$ cat src/rtl/host_switch_if.sv
// Signal bundle between the host-switch controller and the board/command side.
interface host_switch_if;
  logic hb_a, hb_b;
  logic power_on_A, power_on_B;
  logic reset_A, reset_B;
  logic force_swi, com_swi;
  logic switch, swi_pulse;
  logic a_alive, b_alive, no_host;

  modport master (
    output hb_a, hb_b, power_on_A, power_on_B, reset_A, reset_B, force_swi, com_swi,
    input  switch, swi_pulse, a_alive, b_alive, no_host
  );
  modport slave (
    input  hb_a, hb_b, power_on_A, power_on_B, reset_A, reset_B, force_swi, com_swi,
    output switch, swi_pulse, a_alive, b_alive, no_host
  );
endinterface

$ cat src/rtl/host_switch_ctrl.sv
// Dual-CPU host selection: per-CPU heartbeat monitors, forced switching,
// heartbeat-loss failover and a hold-off window between host changes.
module hb_mon #(
  parameter int HB_TIMEOUT = 1000,
  parameter int CNT_W      = 32
) (
  input  logic clk,
  input  logic rst,
  input  logic hb,
  input  logic pwr,
  input  logic cpu_rst,
  output logic alive,
  output logic alive_nxt
);
  localparam logic [CNT_W-1:0] TMO = CNT_W'(HB_TIMEOUT);

  logic             hb_prev;
  logic [CNT_W-1:0] cnt, cnt_nxt;

  always_comb begin
    cnt_nxt = cnt;
    if (hb != hb_prev)  cnt_nxt = '0;
    else if (cnt < TMO) cnt_nxt = cnt + CNT_W'(1);
    alive_nxt = pwr & ~cpu_rst & (cnt_nxt < TMO);
  end

  // hb_prev follows hb even in reset so leaving reset never looks like an edge
  always_ff @(posedge clk) begin
    hb_prev <= hb;
    if (rst) begin
      cnt   <= TMO;
      alive <= 1'b0;
    end else begin
      cnt   <= cnt_nxt;
      alive <= alive_nxt;
    end
  end
endmodule

module host_switch_ctrl #(
  parameter int HB_TIMEOUT = 1000,
  parameter int HOLDOFF    = 64,
  parameter int CNT_W      = 32
) (
  input  logic         clk,
  input  logic         rst,
  host_switch_if.slave bus
);
  localparam logic [CNT_W-1:0] HOLD_INIT = CNT_W'(HOLDOFF - 1);

  typedef enum logic [1:0] {ST_A, ST_B, ST_HOLD} state_t;

  logic [1:0] hb, pwr, crst, alive, alive_nxt;
  assign hb   = {bus.hb_b, bus.hb_a};
  assign pwr  = {bus.power_on_B, bus.power_on_A};
  assign crst = {bus.reset_B, bus.reset_A};

  for (genvar i = 0; i < 2; i++) begin : g_mon
    hb_mon #(.HB_TIMEOUT(HB_TIMEOUT), .CNT_W(CNT_W)) u_mon (
      .clk(clk), .rst(rst), .hb(hb[i]), .pwr(pwr[i]), .cpu_rst(crst[i]),
      .alive(alive[i]), .alive_nxt(alive_nxt[i])
    );
  end

  state_t           state, state_nxt;
  logic             sw, sw_nxt, pulse, pulse_nxt;
  logic             pend, pend_nxt, psel, psel_nxt;
  logic             eff_pend, eff_sel, do_sw, nh;
  logic [CNT_W-1:0] hold_cnt, hold_nxt;

  always_comb begin
    state_nxt = state;
    sw_nxt    = sw;
    pulse_nxt = 1'b0;
    pend_nxt  = pend;
    psel_nxt  = psel;
    hold_nxt  = hold_cnt;
    do_sw     = 1'b0;
    // a force arriving this cycle overrides any stored one
    eff_pend  = pend | bus.force_swi;
    eff_sel   = bus.force_swi ? bus.com_swi : psel;
    case (state)
      ST_A: begin
        if (bus.force_swi) do_sw = bus.com_swi;
        else               do_sw = ~alive[0] & alive[1];
      end
      ST_B: begin
        if (bus.force_swi) do_sw = ~bus.com_swi;
        else               do_sw = ~alive[1] & alive[0];
      end
      ST_HOLD: begin
        if (hold_cnt == '0) begin
          if (eff_pend && (eff_sel != sw)) do_sw = 1'b1;
          else begin
            pend_nxt  = 1'b0;
            state_nxt = sw ? ST_B : ST_A;
          end
        end else begin
          hold_nxt = hold_cnt - CNT_W'(1);
          pend_nxt = eff_pend;
          psel_nxt = eff_sel;
        end
      end
      default: state_nxt = ST_A;
    endcase
    // only two hosts, so every change is a toggle
    if (do_sw) begin
      sw_nxt    = ~sw;
      pulse_nxt = 1'b1;
      hold_nxt  = HOLD_INIT;
      pend_nxt  = 1'b0;
      state_nxt = ST_HOLD;
    end
  end

  always_ff @(posedge clk) begin
    if (rst) begin
      state    <= ST_A;
      sw       <= 1'b0;
      pulse    <= 1'b0;
      pend     <= 1'b0;
      psel     <= 1'b0;
      hold_cnt <= '0;
      nh       <= 1'b1;
    end else begin
      state    <= state_nxt;
      sw       <= sw_nxt;
      pulse    <= pulse_nxt;
      pend     <= pend_nxt;
      psel     <= psel_nxt;
      hold_cnt <= hold_nxt;
      nh       <= ~alive_nxt[0] & ~alive_nxt[1];
    end
  end

  assign bus.switch    = sw;
  assign bus.swi_pulse = pulse;
  assign bus.a_alive   = alive[0];
  assign bus.b_alive   = alive[1];
  assign bus.no_host   = nh;
endmodule

$ cat src/flat_wrapper.sv
// flat-port wrapper written by rule: the top's interface ports become plain ports
module host_switch_ctrl_flat 
#(
  parameter int HB_TIMEOUT = 1000,
  parameter int HOLDOFF    = 64,
  parameter int CNT_W      = 32
)
  (clk, rst, bus_hb_a, bus_hb_b, bus_power_on_A, bus_power_on_B, bus_reset_A, bus_reset_B, bus_force_swi, bus_com_swi, bus_switch, bus_swi_pulse, bus_a_alive, bus_b_alive, bus_no_host);
  host_switch_if bus_i ();
  input  logic clk;
  input  logic rst;
  input wire logic [$bits(bus_i.hb_a)-1:0] bus_hb_a;
  input wire logic [$bits(bus_i.hb_b)-1:0] bus_hb_b;
  input wire logic [$bits(bus_i.power_on_A)-1:0] bus_power_on_A;
  input wire logic [$bits(bus_i.power_on_B)-1:0] bus_power_on_B;
  input wire logic [$bits(bus_i.reset_A)-1:0] bus_reset_A;
  input wire logic [$bits(bus_i.reset_B)-1:0] bus_reset_B;
  input wire logic [$bits(bus_i.force_swi)-1:0] bus_force_swi;
  input wire logic [$bits(bus_i.com_swi)-1:0] bus_com_swi;
  output wire logic [$bits(bus_i.switch)-1:0] bus_switch;
  output wire logic [$bits(bus_i.swi_pulse)-1:0] bus_swi_pulse;
  output wire logic [$bits(bus_i.a_alive)-1:0] bus_a_alive;
  output wire logic [$bits(bus_i.b_alive)-1:0] bus_b_alive;
  output wire logic [$bits(bus_i.no_host)-1:0] bus_no_host;
  assign bus_i.hb_a = bus_hb_a;
  assign bus_i.hb_b = bus_hb_b;
  assign bus_i.power_on_A = bus_power_on_A;
  assign bus_i.power_on_B = bus_power_on_B;
  assign bus_i.reset_A = bus_reset_A;
  assign bus_i.reset_B = bus_reset_B;
  assign bus_i.force_swi = bus_force_swi;
  assign bus_i.com_swi = bus_com_swi;
  assign bus_switch = bus_i.switch;
  assign bus_swi_pulse = bus_i.swi_pulse;
  assign bus_a_alive = bus_i.a_alive;
  assign bus_b_alive = bus_i.b_alive;
  assign bus_no_host = bus_i.no_host;
  host_switch_ctrl #(.HB_TIMEOUT(HB_TIMEOUT), .HOLDOFF(HOLDOFF), .CNT_W(CNT_W)) u_core (.clk(clk), .rst(rst), .bus(bus_i));
endmodule
$ cat config.mk
export PLATFORM = sky130hd
export DESIGN_NAME = host_switch_ctrl_flat
export DESIGN_NICKNAME = d
export VERILOG_FILES = /design/src/rtl/host_switch_if.sv /design/src/rtl/host_switch_ctrl.sv /design/src/flat_wrapper.sv
export SDC_FILE = /design/constraint.sdc
export NUM_CORES = 1
export LEC_CHECK = 0
export ABC_AREA = 1
export CORE_MARGIN = 8
export CORE_UTILIZATION = 40
export DETAILED_ROUTE_END_ITERATION = 16
export RECOVER_POWER = 25
export SYNTH_ARGS = -nofsm -noshare
export SYNTH_HDL_FRONTEND = slang
export SYNTH_SLANG_ARGS = --single-unit
export TNS_END_PERCENT = 20
$ cat constraint.sdc
create_clock -name clk -period 2.2 [get_ports clk]
set_input_delay 0.33 -clock clk [delete_from_list [all_inputs] [get_ports clk]]
set_output_delay 0.33 -clock clk [all_outputs]
set_load 0.05 [all_outputs]
# Yosys cells after proc, flatten, opt, wreduce, memory -nomap -nowiden
# Cells that the tools add are included.
[op_classes]
addsub = 3
n_mul = 0
div = 0
magnitude_cmp = 4
eq_ne = 12
shifts = 0
mux = 21
bitwise_logic = 18
n_reduce_logical = 11
[ops]
columns = ["cell", "count"]
rows = [
  ["32-bit by 10-bit < comparator with 1-bit output, second input constant", 4],
  ["32-bit 2-to-1 mux", 4],
  ["32-bit by 1-bit adder with 32-bit output, second input constant", 2],
  ["32-bit zero test", 1],
  ["32-bit by 1-bit subtractor with 32-bit output, second input constant", 1],
  ["6-bit 2-to-1 mux", 3],
  ["1-bit NOT", 10],
  ["1-bit 2-to-1 mux", 9],
  ["1-bit bitwise AND", 7],
  ["2-bit 2-to-1 mux", 3],
  ["2-bit by 1-bit != test with 1-bit output, second input constant", 3],
  ["2-bit AND reduction", 3],
  ["3-bit AND reduction", 2],
  ["2-bit != test, second input constant", 2],
  ["2-bit one-hot mux with 2 select lines", 1],
  ["2-bit OR reduction", 2],
  ["1-bit != test", 3],
  ["3-bit by 1-bit != test with 1-bit output, second input constant", 1],
  ["3-bit by 2-bit != test with 1-bit output, second input constant", 1],
  ["1-bit one-hot mux with 3 select lines", 1],
  ["2-bit by 1-bit == test with 1-bit output, second input constant", 1],
  ["2-bit == test, second input constant", 1],
  ["2-bit zero test", 1],
  ["2-bit nonzero test", 1],
  ["2 further kinds", 2],
]
[word_totals]
ff_bits = 107
latchBits = 0
mem_bits_rw = 0
rom_bits = 0
out_inout_bits = 5
elab_cells = 84
mem_count = 0

# Logic depth before layout (Yosys ltp)
# Gate-level depths: netlist of the first run.
[logic_depth]
ltp_word = 8
ltp_mapped = 15

# Cells and area by module
# From an unflattened synthesis of the first run, not the netlist that was laid out.
[hier_totals]
hier_cells = 790
hier_area_um2 = 5506.5
[modules_own_cells]
columns = ["module", "instances", "cells_per_inst", "area_per_inst_um2", "seq_area_each_um2"]
rows = [
  ["hb_mon", 2, 209, 1516.5, 680.7],
  ["host_switch_ctrl", 1, 372, 2473.6, 780.7],
]

# Worst setup path before layout of the first run
# OpenSTA, ideal clock, no wires.
[synth_path]
path_type = "reg-to-reg"
startpoint = "register u_core.sw (netlist: u_core.bus.switch)"
endpoint = "register u_core.hold_cnt[16]"
t_arrival_ps = 1621
slack_ps = 461
stages_incl_launch_ff = 10
n_path_buf = 1
synth_period_minus_slack_ps = 1739
path_cell_list = "dfxtp_1 -> xnor2_2 -> or2_4 -> nor2_2 -> nand2_2 -> nand3_4 -> nor2_8 -> inv_8 -> buf_12 -> nor2_4"
[synth_between]
elab_chain_cells = 6
[synth_lines]
columns = ["item", "line_no", "source"]
rows = [
  ["start: declaration", "host_switch_ctrl.sv:66", "logic sw, sw_nxt, pulse, pulse_nxt;"],
  ["start signal: assignment", "host_switch_ctrl.sv:127", "sw <= sw_nxt;"],
  ["1-bit != test", "host_switch_ctrl.sv:93", "if (eff_pend && (eff_sel != sw)) do_sw = 1'b1;"],
  ["1-bit logical AND", "host_switch_ctrl.sv:93", ""],
  ["1-bit 2-to-1 mux", "host_switch_ctrl.sv:93", ""],
  ["1-bit 2-to-1 mux", "host_switch_ctrl.sv:92", "if (hold_cnt == '0) begin"],
  ["1-bit one-hot mux with 3 select lines", "host_switch_ctrl.sv:82", "case (state)"],
  ["2-bit OR reduction (no source line)", "n/a", ""],
  ["end signal: assignment", "host_switch_ctrl.sv:131", "hold_cnt <= hold_nxt;"],
  ["end: declaration", "host_switch_ctrl.sv:69", "logic [CNT_W-1:0] hold_cnt, hold_nxt;"],
]
# No other way between the ends.
# A chain may end at the register's enable or synchronous reset.

# Worst setup path after layout of the first run
[layout_path]
startpoint = "register u_core.sw (netlist: u_core.bus.switch)"
endpoint = "output port bus_switch"
[layout_rtl]
columns = ["item", "line_no", "source"]
rows = [
  ["end: declaration", "flat_wrapper.sv:20", "output wire logic [$bits(bus_i.switch)-1:0] bus_switch;"],
]
# No word-level cell between the ends.

==> flow_metrics.env, run 1 <==
export IMPL_post_synth_inst_count=738
export IMPL_whs_path_depth=2
export IMPL_r2r_worst_path_cells=13
export IMPL_finalSetupTns_ps=0
export IMPL_die_h_um=130.7
export IMPL_first_global_vias=4262
export IMPL_wl_met3_um=343
export IMPL_p_total_w=0.004921
export IMPL_max_vdd_ir_drop_v=0.0004949
export IMPL_p_leak_nw=2.558
export IMPL_postRouteWirelength_um=11140
export IMPL_worstHoldPathType="flip-flop to flip-flop"
export IMPL_number_of_levels_in_the_clock_h_tree=3
export IMPL_criticalPathCategory="flip-flop to output pin"
export IMPL_critical_path_depth=1
export IMPL_area_growth_syn_to_layout_pct=11.40
export IMPL_top_signal_layer_used="met4"
export IMPL_multiInputGateArea_sq_um=2671
export IMPL_synth_top_family_by_area="simple AND/OR/NAND/NOR gates"
export IMPL_placeableCoreArea_sq_um=13030
export IMPL_detail_route_wl_per_cell_um=11.92
export IMPL_first_pass_grt_wire_length_um=19510
export IMPL_power_density_cell_area_nw_per_um2=840.0
export IMPL_detail_route_iter0_violations=336
export IMPL_antenna_violations_before_repair=0
export IMPL_cts_path_max_buffers=2
export IMPL_die_footprint_sq_um=17070
export IMPL_synth_yosys_seq_area_share_pct=40.73
export IMPL_starting_density_pct=40.35
export IMPL_clk_transition_reported_paths_ps=70
export IMPL_ctsRootBufferMaster="clkbuf_16"
export IMPL_cts_buffers=9
export IMPL_yosysMostFrequentCell="nand2_1"
export IMPL_worst_path_buf_inv=1
export IMPL_slew_headroom_pct=65.98
export IMPL_io_pins=15
export IMPL_syn_mean_instance_area_sq_um=7.126
export IMPL_pre_repair_dr_iteration_count=5
export IMPL_synthFlopType="dfxtp_1"
export IMPL_critical_path_endpoint_type="output pin"
export IMPL_synthDominantAreaCellType="dfxtp_1"
export IMPL_finalWeightedCongestion=0.9299
export IMPL_antenna_diode_count=0
export IMPL_cts_sink_count=107
export IMPL_run_status="complete, no violations"
export IMPL_final_design_area_no_fill_sq_um=5858
export IMPL_top_area_cell_type_share_of_the_netlist_area_pct=40.73
export IMPL_cp_max_fo=5
export IMPL_min_period_ps=2000
export IMPL_width_of_the_die_um=130.7
export IMPL_synth_commonest_cells="nand2_1 (184), nor2_1 (142), dfxtp_1 (107), inv_1 (75), nand3_1 (33)"
export IMPL_fin_nets=768
export IMPL_global_route_usage_total_pct=14.25
export IMPL_crit_path_max_incr_delay_ps=860
export IMPL_maxClockFrequency_mhz=500.0
export IMPL_postPlaceCellArea_sq_um=5580
export IMPL_max_cap_violations=0
export IMPL_grt_max_degree=27
export IMPL_io_buffer_count=14
export IMPL_synth_warning_count=0
export IMPL_synthArstFlopShare_pct=0
export IMPL_clk_latency_worst_skew_pair_ps=350
export IMPL_finalHoldViolations=0
export IMPL_synth_cell_types=45
export IMPL_fraction_of_synthesized_area_in_multiplexers_pct=0
export IMPL_rsz_0062_raised_after_global_routing="no"
export IMPL_synth_simple_area_share_pct=35.31
export IMPL_dpl_wire_length_um=8381
export IMPL_met2_length_um=5312
export IMPL_finish_utilization_pct=44.95
export IMPL_drv_slew=0
export IMPL_num_rows=42
export IMPL_synth_enable_flop_cells=0
export IMPL_drcViolationCount=0
export IMPL_finalSetupViolCount=0
export IMPL_synth_compound_area_share_pct=9.136
export IMPL_timing_clock_skew_ps=8.320
export IMPL_post_synth_instance_area_sq_um=5259
export IMPL_cp_arrival_ps=1670
export IMPL_cts_tree="done"
export IMPL_m1WireLength_um=5279
export IMPL_tightestPinTransition_ps=508.7
export IMPL_finalCritPeriodShare_pct=90.91
export IMPL_grt_overflow_total=0
export IMPL_synth_top_cells_by_area="dfxtp_1 (41%), nand2_1 (13%), nor2_1 (10%)"
export IMPL_final_seq_area_sq_um=2142
export IMPL_synth_nets=751
export IMPL_yosys_area_share_adder_pct=0.7138
export IMPL_crit_path_start_kind="flip-flop"
export IMPL_vias_per_cell=4.814
export IMPL_worst_endpoint_required_ps=1870
export IMPL_number_of_vias_after_detailed_routing=4501
export IMPL_postCtsHoldBufs=0
export IMPL_ys_ff_latch=107
export IMPL_crit_path_cell_chain="clkdlybuf4s50_1"
export IMPL_fill_cells=1376
export IMPL_share_of_the_synthesized_netlist_area_taken_by_xor_and_xnor_gates_pct=5.782
export IMPL_ant_nets=0
export IMPL_crit_slowest_cell="clkdlybuf4s50_1"
export IMPL_critPathTopFamily="buffers and inverters"
export IMPL_post_route_cells_drive_above_1_share_pct=10.28
==> cell type report <==
class / instances / area share (%)
multi-input cells: 533 / 45.60
flip-flops and latches: 107 / 36.57
inverters: 79 / 5.233
repair buffers: 25 / 3.951
clock buffers: 9 / 3.845
well taps: 176 / 3.759
clock inverters: 6 / 1.047
==> stage by stage <==
step | setup WS, ps | cells | hold slack (ps)
after CTS | 133.1 | 935 | 443.8
after global routing | 40.77 | 935 | 459.1
after detailed placement | -3.683 | 920 | 430.6
after global placement | 61.39 | 920 | 427.8
after floorplan | 461.1 | 738 | 357.7
final | 200.0 | 935 | 441.7
==> where the power goes <==
part	internal (W)	leakage [nW]	switching [W]
logic	0.000443	1.55	0.000797
registers	0.00204	0.871	0.000104
clock network	0.000787	0.137	0.000751
total	0.00327	2.56	0.00165
==> cells by family after synthesis <==
kind of cell / count (synthesis)
simple gates: 426
xor+xnor: 33
flops: 107
buf+inv: 98
compound gates: 71
fa+ha+maj: 3
==> final timing paths <==
| kind | from | to | slack, ps |
|---|---|---|---|
| max reg2reg | u_core.g_mon[0].u_mon.cnt[0] | u_core.bus.no_host | 250 |
| min | u_core.g_mon[1].u_mon.cnt[11] | u_core.g_mon[1].u_mon.cnt[11] | 440 |
| min reg2reg | u_core.g_mon[1].u_mon.cnt[11] | u_core.g_mon[1].u_mon.cnt[11] | 440 |
| max | u_core.bus.switch | bus_switch | 200 |
==> cell usage in the layout, fill, tap and decap left out, types with 2 or more instances in the layout <==
cell type	count
a41oi_1	2
nand2_1	184
a31oi_1	3
dfxtp_1	107
inv_8	2
a21oi_2	18
clkinv_4	2
inv_1	75
xor2_1	15
xnor2_1	17
buf_4	9
nor3_1	16
o21a_1	2
o21ai_0	20
inv_2	2
clkdlybuf4s50_1	12
dlygate4sd3_1	2
clkbuf_16	9
ha_1	3
o21bai_1	3
a21oi_1	15
nor2_2	7
nand4_1	19
and3_1	3
nand3_1	33
nor2_1	142
nand2_2	10
nor2_4	5
==> flip-flops by register name, summed over array words and instances (netlist names) <==
signal / cells
u_core.g_mon.u_mon.cnt: 64
u_core.hold_cnt: 32
u_core.g_mon.u_mon.alive: 2
u_core.g_mon.u_mon.hb_prev: 2
u_core.state: 2
u_core.bus.no_host: 1
u_core.bus.swi_pulse: 1
u_core.bus.switch: 1
u_core.pend: 1
u_core.psel: 1
==> layer usage <==
layer | GRT usage (%) | vias to the layer above
li1 | - | 2363
met1 | 17.28 | 2063
met2 | 24.07 | 60
met3 | 3.247 | 15
met4 | 5.469 | 0
met5 | 0 | -
==> what timing repair did <==
item / 4_1_cts / 5_1_grt
endpoints found under the setup margin: 0 / 6
buffers inserted: 0 / 0
gates resized for setup: 0 / 2
Power figures use the tool's default switching activity.
==> inputs of run 2 (changes only) <==
- CORE_UTILIZATION: 40 -> 60
- PLACE_DENSITY: unset -> 0.78
==> run 2 against run 1 <==
Against the previous run:
- clock-buffer cell count is the same
- clock power fell by 20%
- die area shrank 30%
- utilization grew 22 points
- first-iteration DRC count decreased by 45%
- power down 5.9%
- routed wire length shrank 3.0%
- global-route usage increased by 5.3 points
- register-to-register slack got worse by 70 ps
- via count rose by 0.96%
- critical endpoint is now u_core.hold_cnt[26]
==> flow_metrics.env, run 2 (synthesized netlist as in run 1, its figures left out) <==
export IMPL_first_global_vias=4500
export IMPL_number_of_vias_after_detailed_routing=4544
export IMPL_finalSetupTns_ps=0
export IMPL_die_h_um=109.6
export IMPL_die_footprint_sq_um=12020
export IMPL_first_pass_grt_wire_length_um=19210
export IMPL_post_route_cells_drive_above_1_share_pct=10.82
export IMPL_detail_route_wl_per_cell_um=12.36
export IMPL_cts_sink_count=107
export IMPL_number_of_levels_in_the_clock_h_tree=3
export IMPL_ctsRootBufferMaster="clkbuf_8"
export IMPL_global_route_usage_total_pct=19.54
export IMPL_antenna_diode_count=0
export IMPL_io_buffer_count=14
export IMPL_worstHoldPathType="flip-flop to flip-flop"
export IMPL_worst_endpoint_required_ps=2470
export IMPL_power_density_cell_area_nw_per_um2=808.2
export IMPL_width_of_the_die_um=109.6
export IMPL_largest_reg_flops=64
export IMPL_clk_transition_reported_paths_ps=110
export IMPL_timing_clock_skew_ps=14.52
export IMPL_critical_path_endpoint_type="flip-flop"
export IMPL_mostFrequentLayoutCell="nand2_1"
export IMPL_tightestPinTransition_ps=558.0
export IMPL_grt_max_degree=25
export IMPL_num_rows=34
export IMPL_power_report_internal_total_w=0.002966
export IMPL_dpl_wire_length_um=8362
export IMPL_cts_setup_buffers=0
export IMPL_p_leak_nw=2.544
export IMPL_max_cap_violations=0
export IMPL_cp_max_fo=15
export IMPL_whs_ps=446.9
export IMPL_rsz_0062_raised_after_global_routing="no"
export IMPL_postCtsHoldBufs=0
export IMPL_detailedPlace_worstSlack_ps=8.190
export IMPL_vias_per_cell=5.193
export IMPL_maxClockFrequency_mhz=495.5
export IMPL_layout_top_registers="u_core.g_mon.u_mon.cnt x64, u_core.hold_cnt x32"
export IMPL_mostFrequentLayoutCells="nand2_1 (184), nor2_1 (141), dfxtp_1 (107)"
export IMPL_drv_slew=0
export IMPL_fin_nets=775
export IMPL_run_status="complete, no violations"
export IMPL_detail_route_iter0_violations=185
export IMPL_grt_overflow_total=0
export IMPL_cp_arrival_ps=2290
export IMPL_fill_cells=770
export IMPL_antenna_violations_before_repair=0
export IMPL_multiInputGateArea_sq_um=2679
export IMPL_cts_tree="done"
export IMPL_postRouteWirelength_um=10810
export IMPL_cts_buffers=9
export IMPL_finalWeightedCongestion=0.9072
export IMPL_postPlaceCellArea_sq_um=5535
export IMPL_finalSetupViolCount=0
export IMPL_final_design_area_no_fill_sq_um=5729
export IMPL_cts_repair_resize_count=0
export IMPL_final_seq_area_sq_um=2142
export IMPL_ant_nets=0
export IMPL_finalCritPeriodShare_pct=91.73
export IMPL_crit_path_start_kind="flip-flop"
export IMPL_drcViolationCount=0
export IMPL_max_flop_register="u_core.g_mon.u_mon.cnt"
export IMPL_min_period_ps=2018
export IMPL_slew_headroom_pct=62.52
export IMPL_pre_repair_dr_iteration_count=5
export IMPL_finalHoldViolations=0
export IMPL_power_share_sequential_pct=46.1
export IMPL_finish_utilization_pct=66.67
export IMPL_postLayoutSetupSlackWorst_ps=182.0
export IMPL_power_switching_w=0.001665
export IMPL_area_growth_syn_to_layout_pct=8.946
export IMPL_pwr_share_comb_pct=27.3
export IMPL_swShare_pct=35.96
export IMPL_io_pins=15
export IMPL_placeableCoreArea_sq_um=8593
export IMPL_starting_density_pct=61.20
export IMPL_criticalPathCategory="flip-flop to flip-flop"
export IMPL_cts_path_max_buffers=2
export IMPL_clk_latency_worst_skew_pair_ps=380
export IMPL_pwr_share_clk_pct=26.6
export IMPL_max_vdd_ir_drop_v=0.0004181
-- run 2: per-stage QoR --
step           total power, W  std cells
2_1_floorplan        0.003149        738
3_3_place_gp         0.003398        859
5_1_grt              0.004927        875
3_5_place_dp         0.003429        859
6_report             0.004631        875
4_1_cts              0.004663        875
-- run 2: cell type report --
cell class | count | share of cell area [%]
multi-input cells | 533 | 46.76
flip-flops and latches | 107 | 37.39
inverters | 79 | 5.307
repair buffers | 32 | 4.477
well taps | 108 | 2.359
clock buffers | 9 | 2.162
clock inverters | 7 | 1.551
-- run 2: layer usage --
metal  global-route usage (%)  share of wire [%]  wire, um  up-vias
li1                         -                  -         -     2369
met1                    22.05                 44      4746     2064
met2                    35.23                 50      5393       95
met3                    5.510                4.8       514       16
met4                    5.207                1.5       159        0
met5                        0                  0         0        -
-- run 2: power groups by stage --
stage,combinational (W),clock [W],sequential [W]
floorplan,0.000969,0,0.00218
global placement,0.00122,0,0.00217
detailed placement,0.00125,0,0.00218
CTS,0.00126,0.00127,0.00214
global route,0.00142,0.00135,0.00215
finish,0.00126,0.00123,0.00214
-- run 2: final timing paths --
path	from	cells after the start	end	slack, ps
setup / recovery	u_core.hold_cnt[0]	10	u_core.hold_cnt[26]	180
hold / removal	u_core.g_mon[1].u_mon.cnt[11]	2	u_core.g_mon[1].u_mon.cnt[11]	450
hold reg to reg	u_core.g_mon[1].u_mon.cnt[11]	2	u_core.g_mon[1].u_mon.cnt[11]	450
setup reg to reg	u_core.hold_cnt[0]	10	u_core.hold_cnt[26]	180
-- run 2: worst max-delay path: stages (launching register included) --
cell and delay, ps:
dfxtp_1 350, inv_1 80, ha_1 260, nand2_1 100
nor2_1 170, nand2_1 130, o21ai_4 270, inv_2 170
buf_4 220, nand2_1 100, a21oi_2 50
==> inputs of run 3 (changes only) <==
- ABC_AREA: 1 -> unset
==> run 3 against run 2 <==
Against the previous run:
- the run now ends with setup timing left
- via count shrank 25%
- synthesized cell count down 37%
- register-to-register slack worse by 280 ps
==> flow_metrics.env, run 3 <==
export IMPL_die_h_um=101.4
export IMPL_power_report_internal_total_w=0.003085
export IMPL_tightestPinTransition_ps=955.6
export IMPL_io_pins=15
export IMPL_ys_ff_latch=107
export IMPL_worst_hold_startpoint="u_core.g_mon[0].u_mon.cnt[11]"
export IMPL_synthArstFlopShare_pct=0
export IMPL_synth_top_cells_by_area="dfxtp_1 (49%), and2_1 (6.6%), xnor2_1 (6.0%)"
export IMPL_power_density_cell_area_nw_per_um2=858.7
export IMPL_global_route_usage_total_pct=17.24
export IMPL_cts_sink_count=107
export IMPL_number_of_levels_in_the_clock_h_tree=3
export IMPL_antenna_diode_count=0
export IMPL_starting_density_pct=61.27
export IMPL_run_status="finished, violations left"
export IMPL_crit_path_cell_chain="or4_4 > nor4b_4 > buf_4 > nand2_2 > or4_4 > xor2_1 > nor2_1"
export IMPL_synth_enable_flop_cells=0
export IMPL_postLayoutSetupSlackWorst_ps=-102.3
export IMPL_area_growth_syn_to_layout_pct=19.48
export IMPL_post_route_cells_drive_above_1_share_pct=19.13
export IMPL_timing_clock_skew_ps=13.69
export IMPL_slew_headroom_pct=36.06
export IMPL_cts_buffers=9
export IMPL_antenna_violations_before_repair=0
export IMPL_crit_path_start_kind="flip-flop"
export IMPL_num_rows=31
export IMPL_synth_nets=481
export IMPL_dpl_wire_length_um=6008
export IMPL_drcViolationCount=0
export IMPL_synthDominantAreaCellType="dfxtp_1"
export IMPL_finalSetupViolCount=8
export IMPL_placeableCoreArea_sq_um=7137
export IMPL_postCtsHoldBufs=0
export IMPL_finalCritPeriodShare_pct=104.7
export IMPL_fin_nets=536
export IMPL_first_pass_grt_wire_length_um=14460
export IMPL_reg2reg_setup_slack_ps=-100
export IMPL_synth_commonest_cells="dfxtp_1 (107), nor2_1 (59), and2_1 (46), xnor2_1 (30), nand2_1 (23)"
export IMPL_first_global_vias=3315
export IMPL_post_synth_instance_area_sq_um=4373
export IMPL_synth_cell_types=55
export IMPL_drv_slew=0
export IMPL_swShare_pct=31.24
export IMPL_worst_endpoint_required_ps=2500
export IMPL_p_leak_nw=2.044
export IMPL_clk_latency_worst_skew_pair_ps=370
export IMPL_layout_top_registers="u_core.g_mon.u_mon.cnt x64, u_core.hold_cnt x32"
export IMPL_pre_repair_dr_iteration_count=4
export IMPL_post_synth_inst_count=468
export IMPL_whs_ps=469.9
export IMPL_failed_checks="setup timing"
export IMPL_synthFlopType="dfxtp_1"
export IMPL_crit_path_max_incr_delay_ps=560
export IMPL_io_buffer_count=14
export IMPL_mostFrequentLayoutCell="dfxtp_1"
export IMPL_ctsRootBufferMaster="clkbuf_8"
export IMPL_cts_path_max_buffers=2
export IMPL_syn_mean_instance_area_sq_um=9.344
export IMPL_synth_yosys_seq_area_share_pct=48.98
export IMPL_postRouteWirelength_um=8598
export IMPL_crit_slowest_cell="or4_4"
export IMPL_die_footprint_sq_um=10280
export IMPL_yosysMostFrequentCell="dfxtp_1"
export IMPL_pwr_share_comb_pct=28.0
export IMPL_width_of_the_die_um=101.4
export IMPL_critPathTopFamily="simple AND/OR/NAND/NOR gates"
export IMPL_max_flop_register="u_core.g_mon.u_mon.cnt"
export IMPL_hold_path_end="u_core.g_mon[0].u_mon.cnt[11]"
export IMPL_critical_path_endpoint_type="flip-flop"
export IMPL_detail_route_wl_per_cell_um=13.71
export IMPL_final_instance_count_excl_fill=627
export IMPL_worstReg2RegEnd="u_core.hold_cnt[30]"
export IMPL_ant_nets=0
export IMPL_maxClockFrequency_mhz=434.3
export IMPL_largest_reg_flops=64
export IMPL_whs_path_depth=1
export IMPL_synth_warning_count=0
export IMPL_pwr_share_clk_pct=23.6
export IMPL_mostFrequentLayoutCells="dfxtp_1 (106), nor2_1 (58), and2_1 (42)"
export IMPL_r2r_worst_path_cells=7
export IMPL_cp_arrival_ps=2610
export IMPL_critical_path_reg2reg_startpoint="u_core.hold_cnt[7]"
export IMPL_vias_per_cell=5.415
export IMPL_power_share_sequential_pct=48.3
export IMPL_cts_tree="done"
export IMPL_placed_cells=608
export IMPL_clk_transition_reported_paths_ps=90
export IMPL_timing_critical_path_mode_cell="or4_4"
export IMPL_criticalPathCategory="flip-flop to flip-flop"
export IMPL_max_cap_violations=0
export IMPL_grt_max_degree=30
export IMPL_finalHoldViolations=0
export IMPL_power_switching_w=0.001402
export IMPL_min_period_ps=2302
export IMPL_grt_overflow_total=0
export IMPL_detail_route_iter0_violations=126
export IMPL_top_area_cell_type_share_of_the_netlist_area_pct=48.98
export IMPL_worst_path_buf_inv=1
export IMPL_finalWeightedCongestion=0.8808
export IMPL_rsz_0062_raised_after_global_routing="yes"
export IMPL_number_of_vias_after_detailed_routing=3395
export IMPL_worstHoldPathType="flip-flop to flip-flop"
export IMPL_max_vdd_ir_drop_v=0.0004229
export IMPL_cp_max_fo=4
-- run 3: changes by cell type after synthesis, moves of 14 or more --
cell | before | now
nand2_1 | 184 | 23
nor2_1 | 142 | 59
inv_1 | 75 | 9
and2_1 | 0 | 46
nand3_1 | 33 | 12
a21oi_2 | 18 | 1
nor4_1 | 0 | 16
xnor2_1 | 16 | 30
-- run 3: what timing repair did --
item | in CTS | in global routing
gates resized for setup | 9 | 21
setup endpoints to repair | 10 | 33
pin swaps | 1 | 12
setup buffers | 0 | 3
endpoints found under the hold margin | 0 | 0
-- run 3: worst reg2reg max path: stages, from the launching register on --
cell and delay (ps):
dfxtp_2 330, or4_4 560, nor4b_4 340, buf_4 190, nand2_2 60, or4_4 510
xor2_1 150, nor2_1 100
-- run 3: layout make-up --
class	instances	area, sq um
well taps	99	123.9
clock inverters	6	41.29
multi-input cells	336	2248
fillers	554	1912
flip-flops and latches	107	2143
clock buffers	10	127.6
repair buffers	60	506.7
inverters	9	33.78
-- run 3: cells by family after synthesis --
family                     synth area share, %
xor gates and xnor gates                 9.213
and+or+nand+nor                          27.70
buffers and inverters                    3.004
DFF                                      48.98
adders and majority gates               0.8585
AOI/OAI and AO/OA                        9.785
muxes                                   0.4578
-- run 3: through the flow --
stage	instance area (sq um)	setup slack (ps)	power (W)	TNS (ps)	utilization, %
6_report	5225	-102.3	0.004487	-354.1	73.21
5_1_grt	5225	-155.5	0.004714	-2144	73.21
4_1_cts	5102	-53.28	0.004395	-205.2	71.49
3_5_place_dp	4887	-51.41	0.003292	-135.8	68.48
3_3_place_gp	4887	-12.66	0.003251	-12.66	68.48
2_1_floorplan	4373	2.811	0.002921	0	-
-- run 3: worst max path at each step --
stage	start	endpoint	slack, ps	cells past startpoint
after floorplan	u_core.hold_cnt[6]	u_core.hold_cnt[15]	3	9
after global placement	bus_hb_b	u_core.bus.no_host	-10	8
after detailed placement	u_core.g_mon[1].u_mon.cnt[20]	u_core.bus.no_host	-50	8
after CTS	u_core.hold_cnt[6]	u_core.hold_cnt[29]	-50	8
after global routing	u_core.hold_cnt[7]	u_core.hold_cnt[30]	-160	7
final	u_core.hold_cnt[7]	u_core.hold_cnt[30]	-100	7
-- run 3: per-layer routing --
metal	wire length [um]	up-vias	share of wire, %	global-route usage (%)
li1	-	1726	-	-
met1	3852	1597	45	19.72
met2	4359	57	51	30.01
met3	244	15	2.8	4.742
met4	142	0	1.7	6.186
met5	0	-	0	0
-- run 3: power by group through the flow --
stage               logic, W  registers [W]  clock network [W]
floorplan           0.000700        0.00222                  0
global placement     0.00105        0.00220                  0
detailed placement   0.00109        0.00221                  0
CTS                  0.00115        0.00217            0.00108
global route         0.00138        0.00219            0.00115
finish               0.00126        0.00217            0.00106
